### src/rtl/video_line_filler.sv
// Line-length normaliser: pads short active lines and truncates long ones to H_DISP pixels,
// with frame-synchronous enable and per-frame pad/truncate/overrun statistics.
module video_line_filler #(
    parameter int H_DISP = 1280,
    parameter int DATA_W = 24,
    parameter int STAT_W = 16
) (
    input  logic              pre_clk,
    input  logic              rst,
    input  logic              EN,
    input  logic [1:0]        mode,
    input  logic [DATA_W-1:0] color,
    input  logic              pre_vs,
    input  logic              pre_de,
    input  logic [DATA_W-1:0] pre_data,
    output logic              post_clk,
    output logic              post_vs,
    output logic              post_de,
    output logic [DATA_W-1:0] post_data,
    output logic [STAT_W-1:0] stat_pad,
    output logic [STAT_W-1:0] stat_trunc,
    output logic              stat_ovr
);
    typedef enum logic [1:0] {BYPASS, RECV, FILL} state_t;

    localparam logic [11:0] H_LIM = 12'(H_DISP);

    state_t            state;
    logic              vs_p0;
    logic              de_p0;
    logic [11:0]       h_cnt;
    logic [DATA_W-1:0] last_pix;
    logic [STAT_W-1:0] pad_cnt;
    logic [STAT_W-1:0] trunc_cnt;
    logic              ovr_flag;
    logic              trunc_seen;

    logic              vs_rise;
    logic              de_rise;
    logic              de_fall;
    logic [11:0]       idx;
    logic [11:0]       h_inc;
    logic [DATA_W-1:0] fill_val;

    function automatic logic [11:0] inc_h(input logic [11:0] x);
        return (x == 12'hFFF) ? x : x + 12'd1;
    endfunction

    function automatic logic [STAT_W-1:0] inc_stat(input logic [STAT_W-1:0] x);
        return (x == {STAT_W{1'b1}}) ? x : x + 1'b1;
    endfunction

    function automatic logic [DATA_W-1:0] fill_pix(input logic [1:0] m,
                                                   input logic [DATA_W-1:0] c,
                                                   input logic [DATA_W-1:0] lp);
        case (m)
            2'b00:   return lp;
            2'b01:   return '0;
            2'b10:   return '1;
            default: return c;
        endcase
    endfunction

    assign post_clk = pre_clk;
    assign vs_rise  = pre_vs & ~vs_p0;
    assign de_rise  = pre_de & ~de_p0;
    assign de_fall  = ~pre_de & de_p0;
    // A rising DE restarts the index so the first pixel of a line is always index 0.
    assign idx      = de_rise ? 12'd0 : h_cnt;
    assign h_inc    = inc_h(h_cnt);
    assign fill_val = fill_pix(mode, color, last_pix);

    // Single registered stage: every output is one pre_clk behind its input.
    always_ff @(posedge pre_clk) begin
        if (rst) begin
            state      <= BYPASS;
            vs_p0      <= 1'b0;
            de_p0      <= 1'b0;
            h_cnt      <= '0;
            last_pix   <= '0;
            pad_cnt    <= '0;
            trunc_cnt  <= '0;
            ovr_flag   <= 1'b0;
            trunc_seen <= 1'b0;
            post_vs    <= 1'b0;
            post_de    <= 1'b0;
            post_data  <= '0;
            stat_pad   <= '0;
            stat_trunc <= '0;
            stat_ovr   <= 1'b0;
        end else begin
            vs_p0   <= pre_vs;
            de_p0   <= pre_de;
            post_vs <= pre_vs;
            if (vs_rise) begin
                stat_pad   <= pad_cnt;
                stat_trunc <= trunc_cnt;
                stat_ovr   <= ovr_flag;
                pad_cnt    <= '0;
                trunc_cnt  <= '0;
                ovr_flag   <= 1'b0;
                h_cnt      <= '0;
                post_de    <= pre_de;
                post_data  <= pre_data;
                state      <= EN ? RECV : BYPASS;
            end else begin
                case (state)
                    BYPASS: begin
                        post_de   <= pre_de;
                        post_data <= pre_data;
                    end
                    RECV: begin
                        if (pre_de) begin
                            h_cnt <= inc_h(idx);
                            if (idx < H_LIM) begin
                                post_de    <= 1'b1;
                                post_data  <= pre_data;
                                last_pix   <= pre_data;
                                trunc_seen <= 1'b0;
                            end else begin
                                post_de <= 1'b0;
                                if (!trunc_seen) begin
                                    trunc_cnt  <= inc_stat(trunc_cnt);
                                    trunc_seen <= 1'b1;
                                end
                            end
                        end else if (de_fall && h_cnt < H_LIM) begin
                            // First fill pixel goes out immediately behind the last real one.
                            pad_cnt   <= inc_stat(pad_cnt);
                            post_de   <= 1'b1;
                            post_data <= fill_val;
                            h_cnt     <= h_inc;
                            if (h_inc < H_LIM) state <= FILL;
                        end else begin
                            post_de <= 1'b0;
                        end
                    end
                    FILL: begin
                        if (de_rise) begin
                            ovr_flag   <= 1'b1;
                            post_de    <= 1'b1;
                            post_data  <= pre_data;
                            last_pix   <= pre_data;
                            trunc_seen <= 1'b0;
                            h_cnt      <= 12'd1;
                            state      <= RECV;
                        end else begin
                            post_de   <= 1'b1;
                            post_data <= fill_val;
                            h_cnt     <= h_inc;
                            if (h_inc >= H_LIM) state <= RECV;
                        end
                    end
                    default: state <= BYPASS;
                endcase
            end
        end
    end
endmodule

### config.mk
export PLATFORM = sky130hd
export DESIGN_NAME = video_line_filler
export DESIGN_NICKNAME = d
export VERILOG_FILES = /design/src/rtl/video_line_filler.sv
export SDC_FILE = /design/constraint.sdc
export NUM_CORES = 1
export LEC_CHECK = 0
export CORE_MARGIN = 2
export CORE_UTILIZATION = 30
export CTS_CLUSTER_SIZE = 8
export DETAILED_ROUTE_END_ITERATION = 10
export GPL_ROUTABILITY_DRIVEN = 0
export PLACE_DENSITY = 0.53
export SYNTH_ARGS = -nofsm -noshare
export SYNTH_HDL_FRONTEND = slang
export SYNTH_SLANG_ARGS = --single-unit
export TNS_END_PERCENT = 30
### constraint.sdc
create_clock -name pre_clk -period 3 [get_ports pre_clk]
set_clock_uncertainty 0.05 [all_clocks]
set_input_delay 0.6 -clock pre_clk [delete_from_list [all_inputs] [get_ports pre_clk]]
set_output_delay 0.6 -clock pre_clk [all_outputs]
set_load 0.02 [all_outputs]
==> reports/metrics.yaml <==
status: "complete, no violations"
ys.flop_type: "dfxtp_1"
avgRoutedWirePerCell_um: 14.2
vdd_ir_drop_max_mv: 0.455
post_cts_resize_count: 0
cts.clk_slew.worst_paths_ps: 60
cp.required_ps: 2350
stdcell_count: 1189
seq_area_frac_synth_pct: 42.4
syn_nets: 860
drt-total-wl_um: 16900
relSlewSlack_pct: 59.3
rsz0062_at_grt: "no"
worstMarginPinSlew_ps: 611
cpLargestDelayFamily: "buffers and inverters"
final_cell_mix: "nand2_1, dfxtp_1, clkdlybuf4s50_1"
diodes: 0
gr-total-overflow: 0
crit_path_frequent_cell: "clkbuf_16"
grt_pass1_wl_um: 27800
critPathSlowestCell: "clkdlybuf4s50_1"
syn-cell-area_sq_um: 6230
synth.avg_cell_area_sq_um: 7.80
die_h_um: 148
die_w_um: 148
io_buffers: 114
drc: 0
vias_per_cell: 4.88
drt_first_iter_violations: 266
cellPowerDensity_nw_per_um2: 540
syn_to_final_growth_pct: 35.0
async_flop_share_pct: 0
dieArea_sq_um: 21900
intPower_mw: 3.45
critPathKind: "clock port to primary output"
nFillCells: 2106
setup_violations: 0
start_util_pct: 30.7
drt_pass1_iterations: 5
arrival_ps: 2270
power_frac_clock_pct: 51.5
nets: 969
holdWs_ps: 402
core_sq_um: 20300
dp_hpwl_um: 11300
final.setup.tns_ps: 0
postCtsSetupRepairBufs: 0
synth_enable_flop_cells: 0
drv_slew: 0
yosys_register_bits: 132
hold_viol: 0
syn_inst: 798
clk_latency_ps: 530
design_area_sq_um: 8410
grt_usage_pct: 15.8
start_kind: "clock port"
drive_gt1_share_pct: 8.16
p_sw_mw: 1.09
first_global_vias: 5568
postRouteAntennaNets: 0
max_stage_delay_ps: 520
pwr-share-seq_pct: 40.0
ys_types: 54
min_path_type: "register to register"
worstPathCellList: "clkbuf_16 > clkbuf_16 > clkdlybuf4s50_1"
switching_share_pct: 24.0
cp_max_fo: 2
dp.cells: 1155
power_leakage_nw: 3.01
grt_max_degree: 51
combPwrFrac_pct: 8.5
crit_buf_inv: 3
endpoint_kind: "primary output"
num_rows: 52
vias: 5801
antenna_found_initial: 0
ctsHoldBuffers: 0
max_cap_viol_count: 0
placed_area_sq_um: 7740
cts_tree: "yes"
yosysWarnings: 0
io-pin-count: 115
## per-stage QoR
step / utilization [%] / power (mW) / setup slack (ps)
floorplan: - / 2.08 / 441
global placement: 38.1 / 2.29 / 74.4
global route: 41.4 / 4.70 / 66.5
detailed placement: 38.1 / 2.29 / -4.05
CTS: 41.4 / 4.60 / 72.1
finish: 41.4 / 4.54 / 78.1
## cells in the mapped netlist, drive strengths merged (3+ instances only)
cell    count  area (sq um)
nor3       17           106
nand3      22           110
o21ai      47           235
nand2b      7          43.8
dfxtp     132          2640
and4        5          43.8
a21oi     100           500
a211oi     27           203
inv        10          37.5
clkbuf     44           165
nor2      109           409
buf        11          62.6
xor2       15           131
o211ai      4          43.8
and3        3          18.8
nand4       9          56.3
a311oi      3          26.3
ha          7          87.6
mux2i      31           310
xnor2      15           131
a31oi       7          43.8
nand2     132           495
nor2b       7          43.8
and2b       3          22.5
and2        5          31.3
## sequential cells by signal, summed over array words and instances (netlist names), 2 cells and up
| signal | cells |
|---|---|
| last_pix | 24 |
| post_data | 24 |
| pad_cnt | 16 |
| stat_pad | 16 |
| stat_trunc | 16 |
| trunc_cnt | 16 |
| h_cnt | 12 |
| state | 2 |
## final cells by class
type                       count  area (sq um)  share of cell area, %
multi-input combinational    601          3330                   39.7
inverter                      10          37.5                  0.447
timing repair buffer         141          1380                   16.4
clock buffer                  24           552                   6.56
tap                          270           338                   4.02
clock inverter                11           126                   1.50
sequential                   132          2640                   31.4
## metal layers
metal,vias to the layer above,GRT usage [%],share of wire (%)
li1,2965,-,-
met2,155,24.0,44
met3,18,5.74,7.2
met5,-,0,0
met1,2663,20.1,47
met4,0,7.10,1.9
## worst paths after layout
check / startpoint / slack, ps / cells after the start / end
worst min-delay path: stat_pad[2] / 400 / 2 / stat_pad[2]
worst max-delay path: pre_clk / 80 / 3 / post_clk
worst min register to register: stat_pad[2] / 400 / 2 / stat_pad[2]
worst max register to register: h_cnt[1] / 550 / 8 / state[1]
## cell families after synthesis
logic type | synth area share [%]
XOR/XNOR | 4.22
AND/OR/NAND/NOR | 23.4
buffers and inverters | 4.26
adder cells (fa/ha/maj) | 1.41
AO/OA/AOI/OAI | 19.3
multiplexers | 4.98
flip-flops | 42.4
## worst register-to-register path, delay by kind of cell, from the launching register on
kind / cells / cell delay, ps
AO/OA/AOI/OAI: 5 / 1070
AND/OR/NAND/NOR: 2 / 450
flip-flops: 1 / 430
adder cells (fa/ha/maj): 1 / 360
## power by group through the flow
| stage | clock [mW] | sequential (mW) | combinational [mW] |
|---|---|---|---|
| after global routing | 2.46 | 1.82 | 0.422 |
| after detailed placement | 0.0448 | 1.85 | 0.391 |
| after floorplan | 0.0389 | 1.88 | 0.165 |
| final | 2.34 | 1.82 | 0.388 |
| after CTS | 2.40 | 1.81 | 0.392 |
| after global placement | 0.0448 | 1.85 | 0.391 |
Power figures use the tool's default switching activity.
